$ cat config.mk
export PLATFORM = sky130hd
export DESIGN_NAME = scan_display_ctrl_flat
export DESIGN_NICKNAME = d
export VERILOG_FILES = /design/src/rtl/scan_display_if.sv /design/src/rtl/scan_display_ctrl.sv /design/src/flat_wrapper.sv
export SDC_FILE = /design/constraint.sdc
export NUM_CORES = 1
export LEC_CHECK = 0
export ABC_AREA = 0
export CORE_MARGIN = 2
export CORE_UTILIZATION = 55
export CTS_CLUSTER_DIAMETER = 60
export DETAILED_ROUTE_END_ITERATION = 12
export HOLD_SLACK_MARGIN = 0.08
export PLACE_DENSITY = 0.8
export RECOVER_POWER = 50
export SLEW_MARGIN = 20
export SYNTH_ARGS = -nofsm -noshare
export SYNTH_HDL_FRONTEND = slang
export SYNTH_SLANG_ARGS = --single-unit
$ cat constraint.sdc
create_clock -name clk_sys -period 2.2 [get_ports clk_sys]
set_clock_uncertainty 0.1 [all_clocks]
set_input_delay 0.44 -clock clk_sys [delete_from_list [all_inputs] [get_ports clk_sys]]
set_output_delay 0.44 -clock clk_sys [all_outputs]
set_load 0.03 [all_outputs]
$ cat src/rtl/scan_display_if.sv
// Bundle of the digit-data inputs and the anode/cathode pin outputs of scan_display_ctrl.
// The master modport drives the digit data. The slave modport is the display controller.
interface scan_display_if #(
  parameter int NUM_DIGITS = 4
);
  logic [4*NUM_DIGITS-1:0] digits;
  logic                    adj;
  logic [NUM_DIGITS-1:0]   blink_mask;
  logic [NUM_DIGITS-1:0]   dp;
  logic [NUM_DIGITS-1:0]   anode;
  logic [6:0]              cathode;
  logic                    dp_n;

  modport master (
    output digits, adj, blink_mask, dp,
    input  anode, cathode, dp_n
  );

  modport slave (
    input  digits, adj, blink_mask, dp,
    output anode, cathode, dp_n
  );
endinterface

$ cat src/rtl/scan_display_ctrl.sv
// Time-multiplexed seven-segment driver with internal scan/blink timing and hex decode.
// Decimal-point output is enabled by defining SCAN_DISPLAY_CTRL_DP_EN; otherwise dp_n is tied high.
module scan_display_ctrl #(
  parameter int NUM_DIGITS = 4,
  parameter int SCAN_DIV   = 100000,
  parameter int BLINK_DIV  = 25000000
) (
  input  logic           clk_sys,
  input  logic           rst_n,
  scan_display_if.slave  bus
);
  localparam int IDX_W   = (NUM_DIGITS > 1) ? $clog2(NUM_DIGITS) : 1;
  localparam int SCAN_W  = (SCAN_DIV > 1)   ? $clog2(SCAN_DIV)   : 1;
  localparam int BLINK_W = (BLINK_DIV > 1)  ? $clog2(BLINK_DIV)  : 1;
  localparam logic [IDX_W-1:0]   IDX_LAST   = IDX_W'(NUM_DIGITS - 1);
  localparam logic [SCAN_W-1:0]  SCAN_LAST  = SCAN_W'(SCAN_DIV - 1);
  localparam logic [BLINK_W-1:0] BLINK_LAST = BLINK_W'(BLINK_DIV - 1);

  logic [SCAN_W-1:0]     scan_cnt_q, scan_cnt_d;
  logic [IDX_W-1:0]      idx_q, idx_d;
  logic [BLINK_W-1:0]    blink_cnt_q, blink_cnt_d;
  logic                  blink_phase_q, blink_phase_d;
  logic [NUM_DIGITS-1:0] anode_q, anode_d;
  logic [6:0]            cathode_q, cathode_d;
  logic                  scan_tick;
  logic                  blank;
  logic [3:0]            cur_digit;

  function automatic logic [6:0] seg_decode(input logic [3:0] v);
    logic [6:0] s;
    s = 7'b1111111;
    case (v)
      4'h0: s = 7'b0000001;
      4'h1: s = 7'b1001111;
      4'h2: s = 7'b0010010;
      4'h3: s = 7'b0000110;
      4'h4: s = 7'b1001100;
      4'h5: s = 7'b0100100;
      4'h6: s = 7'b0100000;
      4'h7: s = 7'b0001111;
      4'h8: s = 7'b0000000;
      4'h9: s = 7'b0000100;
      4'hA: s = 7'b0001000;
      4'hB: s = 7'b1100000;
      4'hC: s = 7'b0110001;
      4'hD: s = 7'b1000010;
      4'hE: s = 7'b0110000;
      4'hF: s = 7'b0111000;
    endcase
    return s;
  endfunction

  always_comb begin
    scan_tick     = (scan_cnt_q == SCAN_LAST);
    scan_cnt_d    = scan_tick ? '0 : scan_cnt_q + 1'b1;
    idx_d         = idx_q;
    if (scan_tick) idx_d = (idx_q == IDX_LAST) ? '0 : idx_q + 1'b1;

    // Blink timing restarts from zero whenever adjust mode is left.
    blink_cnt_d   = '0;
    blink_phase_d = 1'b0;
    if (bus.adj) begin
      if (blink_cnt_q == BLINK_LAST) begin
        blink_cnt_d   = '0;
        blink_phase_d = ~blink_phase_q;
      end else begin
        blink_cnt_d   = blink_cnt_q + 1'b1;
        blink_phase_d = blink_phase_q;
      end
    end

    cur_digit = bus.digits[{idx_q, 2'b00} +: 4];
    blank     = bus.adj & blink_phase_q & bus.blink_mask[idx_q];
    anode_d   = ~(NUM_DIGITS'(1) << idx_q);
    cathode_d = blank ? 7'b1111111 : seg_decode(cur_digit);
  end

  always_ff @(posedge clk_sys or negedge rst_n) begin
    if (!rst_n) begin
      scan_cnt_q    <= '0;
      idx_q         <= '0;
      blink_cnt_q   <= '0;
      blink_phase_q <= 1'b0;
      anode_q       <= '1;
      cathode_q     <= 7'b1111111;
    end else begin
      scan_cnt_q    <= scan_cnt_d;
      idx_q         <= idx_d;
      blink_cnt_q   <= blink_cnt_d;
      blink_phase_q <= blink_phase_d;
      anode_q       <= anode_d;
      cathode_q     <= cathode_d;
    end
  end

  assign bus.anode   = anode_q;
  assign bus.cathode = cathode_q;

`ifdef SCAN_DISPLAY_CTRL_DP_EN
  logic dp_n_q;

  always_ff @(posedge clk_sys or negedge rst_n) begin
    if (!rst_n) dp_n_q <= 1'b1;
    else        dp_n_q <= blank | ~bus.dp[idx_q];
  end

  assign bus.dp_n = dp_n_q;
`else
  logic unused_dp;

  assign unused_dp = ^bus.dp;
  assign bus.dp_n  = 1'b1;
`endif

endmodule

$ cat src/flat_wrapper.sv
// flat-port wrapper written by rule: the top's interface ports become plain ports
module scan_display_ctrl_flat 
#(
  parameter int NUM_DIGITS = 4,
  parameter int SCAN_DIV   = 100000,
  parameter int BLINK_DIV  = 25000000
)
  (clk_sys, rst_n, bus_digits, bus_adj, bus_blink_mask, bus_dp, bus_anode, bus_cathode, bus_dp_n);
  scan_display_if #(.NUM_DIGITS(NUM_DIGITS)) bus_i ();
  input  logic clk_sys;
  input  logic rst_n;
  input wire logic [$bits(bus_i.digits)-1:0] bus_digits;
  input wire logic [$bits(bus_i.adj)-1:0] bus_adj;
  input wire logic [$bits(bus_i.blink_mask)-1:0] bus_blink_mask;
  input wire logic [$bits(bus_i.dp)-1:0] bus_dp;
  output wire logic [$bits(bus_i.anode)-1:0] bus_anode;
  output wire logic [$bits(bus_i.cathode)-1:0] bus_cathode;
  output wire logic [$bits(bus_i.dp_n)-1:0] bus_dp_n;
  assign bus_i.digits = bus_digits;
  assign bus_i.adj = bus_adj;
  assign bus_i.blink_mask = bus_blink_mask;
  assign bus_i.dp = bus_dp;
  assign bus_anode = bus_i.anode;
  assign bus_cathode = bus_i.cathode;
  assign bus_dp_n = bus_i.dp_n;
  scan_display_ctrl #(.NUM_DIGITS(NUM_DIGITS), .SCAN_DIV(SCAN_DIV), .BLINK_DIV(BLINK_DIV)) u_core (.clk_sys(clk_sys), .rst_n(rst_n), .bus(bus_i));
endmodule
==> reports/metrics.cfg <==
[placement]
io_buffers=33
dpl.cell_count=387
gp_congestion=0.849
post-dp-hpwl_um=4310

[cells_and_area]
final_nets=364
drive_gt1_share_pct=15.6
final_cells=396
area_delta_synth_final_pct=19.1
diodes=0

[worst_setup_path]
timing.reg2reg.setup_slack_ns=0.19
path_delay_family=buffers and inverters
crit_path_max_incr_delay_ns=0.68
reg2reg_depth=6
cp_num_buf_inv=1
r2r_end=u_core.bus.cathode[3]
critical_path.cell_chain=clkdlybuf4s50_1
path_class=reg -> out
cp.arrival_ns=1.52
required_ns=1.66
startpoint_type=flop
cp-end-kind=output port
crit_fanout=1
crit_slowest_cell=clkdlybuf4s50_1
regToRegStartpoint=u_core.idx_q[0]

[synthesis]
yosysWarnings=0
yosys.area.top_type_share_pct=38.0
synth_cells=280
synth_top_area_cell=dfrtp_1
async_reset_ff_share_pct=100
seq_area_frac_synth_pct=47.7
netlist_area_um2=2970
synth_fp_nets=319
synth-seq-cells=56
synthTopCellsByArea=dfrtp_1 (38%), dfstp_2 (9.7%), ha_1 (5.1%), xor2_1 (4.7%), mux4_2 (3.8%)
syn_area_per_cell_um2=10.6
ys.flop_type=dfrtp_1
synth_cell_types=48
synth_enable_flop_cells=0
yosysMostFrequentCell=dfrtp_1
synth_common_cells=dfrtp_1 (45), nor2_1 (28), nand2_1 (16), nand3_1 (16), xor2_1 (16)

[floorplan]
fp.dieW_um=77.4
initial_core_util_pct=57.4
num_io_pins=39
die_h_um=77.4
rows=26
core-area_um2=5170
die-area_um2=6000

[clock_network]
post_cts_buffers=0
cts_sinks=56
cts_tree=built
clk_latency_ns=0.31
clk_pin_slew_ns=0.11
cts_root_buffer=clkbuf_8
htree_levels=2
clock_path_buffers=2
cts_buffers=5

[global_route]
grt_pass1_wl_um=9890
grt_pass1_vias=2237
grt_max_degree=36
grt_util_all_layers_pct=20.5
antenna_found_initial=0
overflow=0

[drt]
wl_um=5720
routedWlPerCell_um=14.4
firstDrtPassIters=4
vias_per_cell=5.57
dr_total_vias=2205
ant_nets=0
first_iter_violations=124
drc=0

[pwr]
peakVddDrop_v=0.000328
p_clk_share_pct=32.0
combPwrFrac_pct=10.4
p_int_mw=1.38
p_sw_share_pct=24.9
cellPowerDensity_nw_per_um2=521
seqPwrFrac_pct=57.5
power_mw=1.84
p_sw_mw=0.459
p_leak_nw=1.48

[job]
drv_cap=0

[min_path]
hold_class=reg -> reg
holdCritStartpoint=u_core.blink_cnt_q[0]
hold_depth=1
hold_path_end=u_core.blink_cnt_q[0]

[timing]
report.final.setup_viol=0
clock.fmax_mhz=485
slew_headroom_pct=19.7
drv_slew=0
hold_viol=0
rsz0062_at_grt=no
post-route-min-period_ns=2.06
tightest_slew_ns=1.20
fin_crit_sh_pct=93.7

[run_status]
outcome=completed

metal layers:
metal	GRT usage, %	wire length (um)
met4	7.68	70
met1	24.3	2420
met5	0	0
met3	3.14	133
met2	37.5	3090
repair_timing:
| action | 4_1_cts | 5_1_grt |
|---|---|---|
| hold buffers | 1 | 0 |
| hold endpoints to repair | 19 | 0 |
| resized for setup | 0 | 0 |
through the flow:
stage	hold slack, ns	setup slack [ns]	util, %	cell area (um^2)	setup TNS, ns
2_1_floorplan	0.0444	0.190	-	2970	0
3_3_place_gp	0.339	-0.0205	66.4	3440	-0.0483
3_5_place_dp	0.340	-0.0736	66.4	3440	-0.234
4_1_cts	0.367	0.108	68.4	3540	0
5_1_grt	0.393	0.0413	68.3	3530	0
6_report	0.365	0.139	68.3	3530	0
placed cells by master, fill, tap and decap left out, drive strengths merged, types with 4 or more instances in the layout:
cell and n:
dfrtp 45, clkdlybuf4s50 32, nor2 28, nand3 16, nand2 16, xor2 16, buf 16, a21oi 15
inv 13, ha 12, nand4 12, dfstp 11, xnor2 10, o21ai 9, and4 8, o31ai 7
or4 7, clkbuf 7, or3 6, mux4 5, o221ai 4
power groups by stage:
stage,clock [mW],combinational [mW],sequential [mW]
after global placement,0,0.189,1.08
after detailed placement,0,0.193,1.08
after global routing,0.652,0.212,1.06
after floorplan,0,0.0580,1.10
final,0.590,0.192,1.06
after CTS,0.614,0.195,1.06
worst max path at each step:
stage	end	from	depth (start not counted)
after CTS	bus_anode[0]	u_core.bus.anode[0]	1
after global placement	u_core.bus.cathode[3]	bus_digits[12]	7
after detailed placement	u_core.bus.cathode[3]	bus_digits[1]	7
after global routing	u_core.bus.cathode[3]	u_core.idx_q[0]	6
final	bus_anode[0]	u_core.bus.anode[0]	1
after floorplan	u_core.bus.cathode[3]	u_core.idx_q[0]	7
logic make-up (layout without fill, tap and decap cells):
kind of cell / after synthesis / after routing / synth area share (%)
adders and majority gates: 12 / 12 / 5.06
DFF: 56 / 56 / 47.7
buffers and inverters: 24 / 70 / 4.22
and+or+nand+nor: 113 / 113 / 21.8
AOI/OAI and AO/OA: 40 / 40 / 8.48
muxes: 8 / 8 / 4.89
xor gates and xnor gates: 26 / 26 / 7.68
other: 1 / 1 / 0.126
state kept, by name (all words and copies together) (netlist names):
register	cells
u_core.blink_cnt_q	25
u_core.blink_phase_q	1
u_core.bus.anode	4
u_core.bus.cathode	7
u_core.idx_q	2
u_core.scan_cnt_q	17
cell type report:
class	count	area [um^2]
clock buffers	5	68.8
clock inverters	3	25.0
repair buffers	51	470
inverters	11	41.3
well taps	70	87.6
flip-flops and latches	56	1420
fillers	387	1640
multi-input cells	200	1430
(Power assumes the default switching activity.)
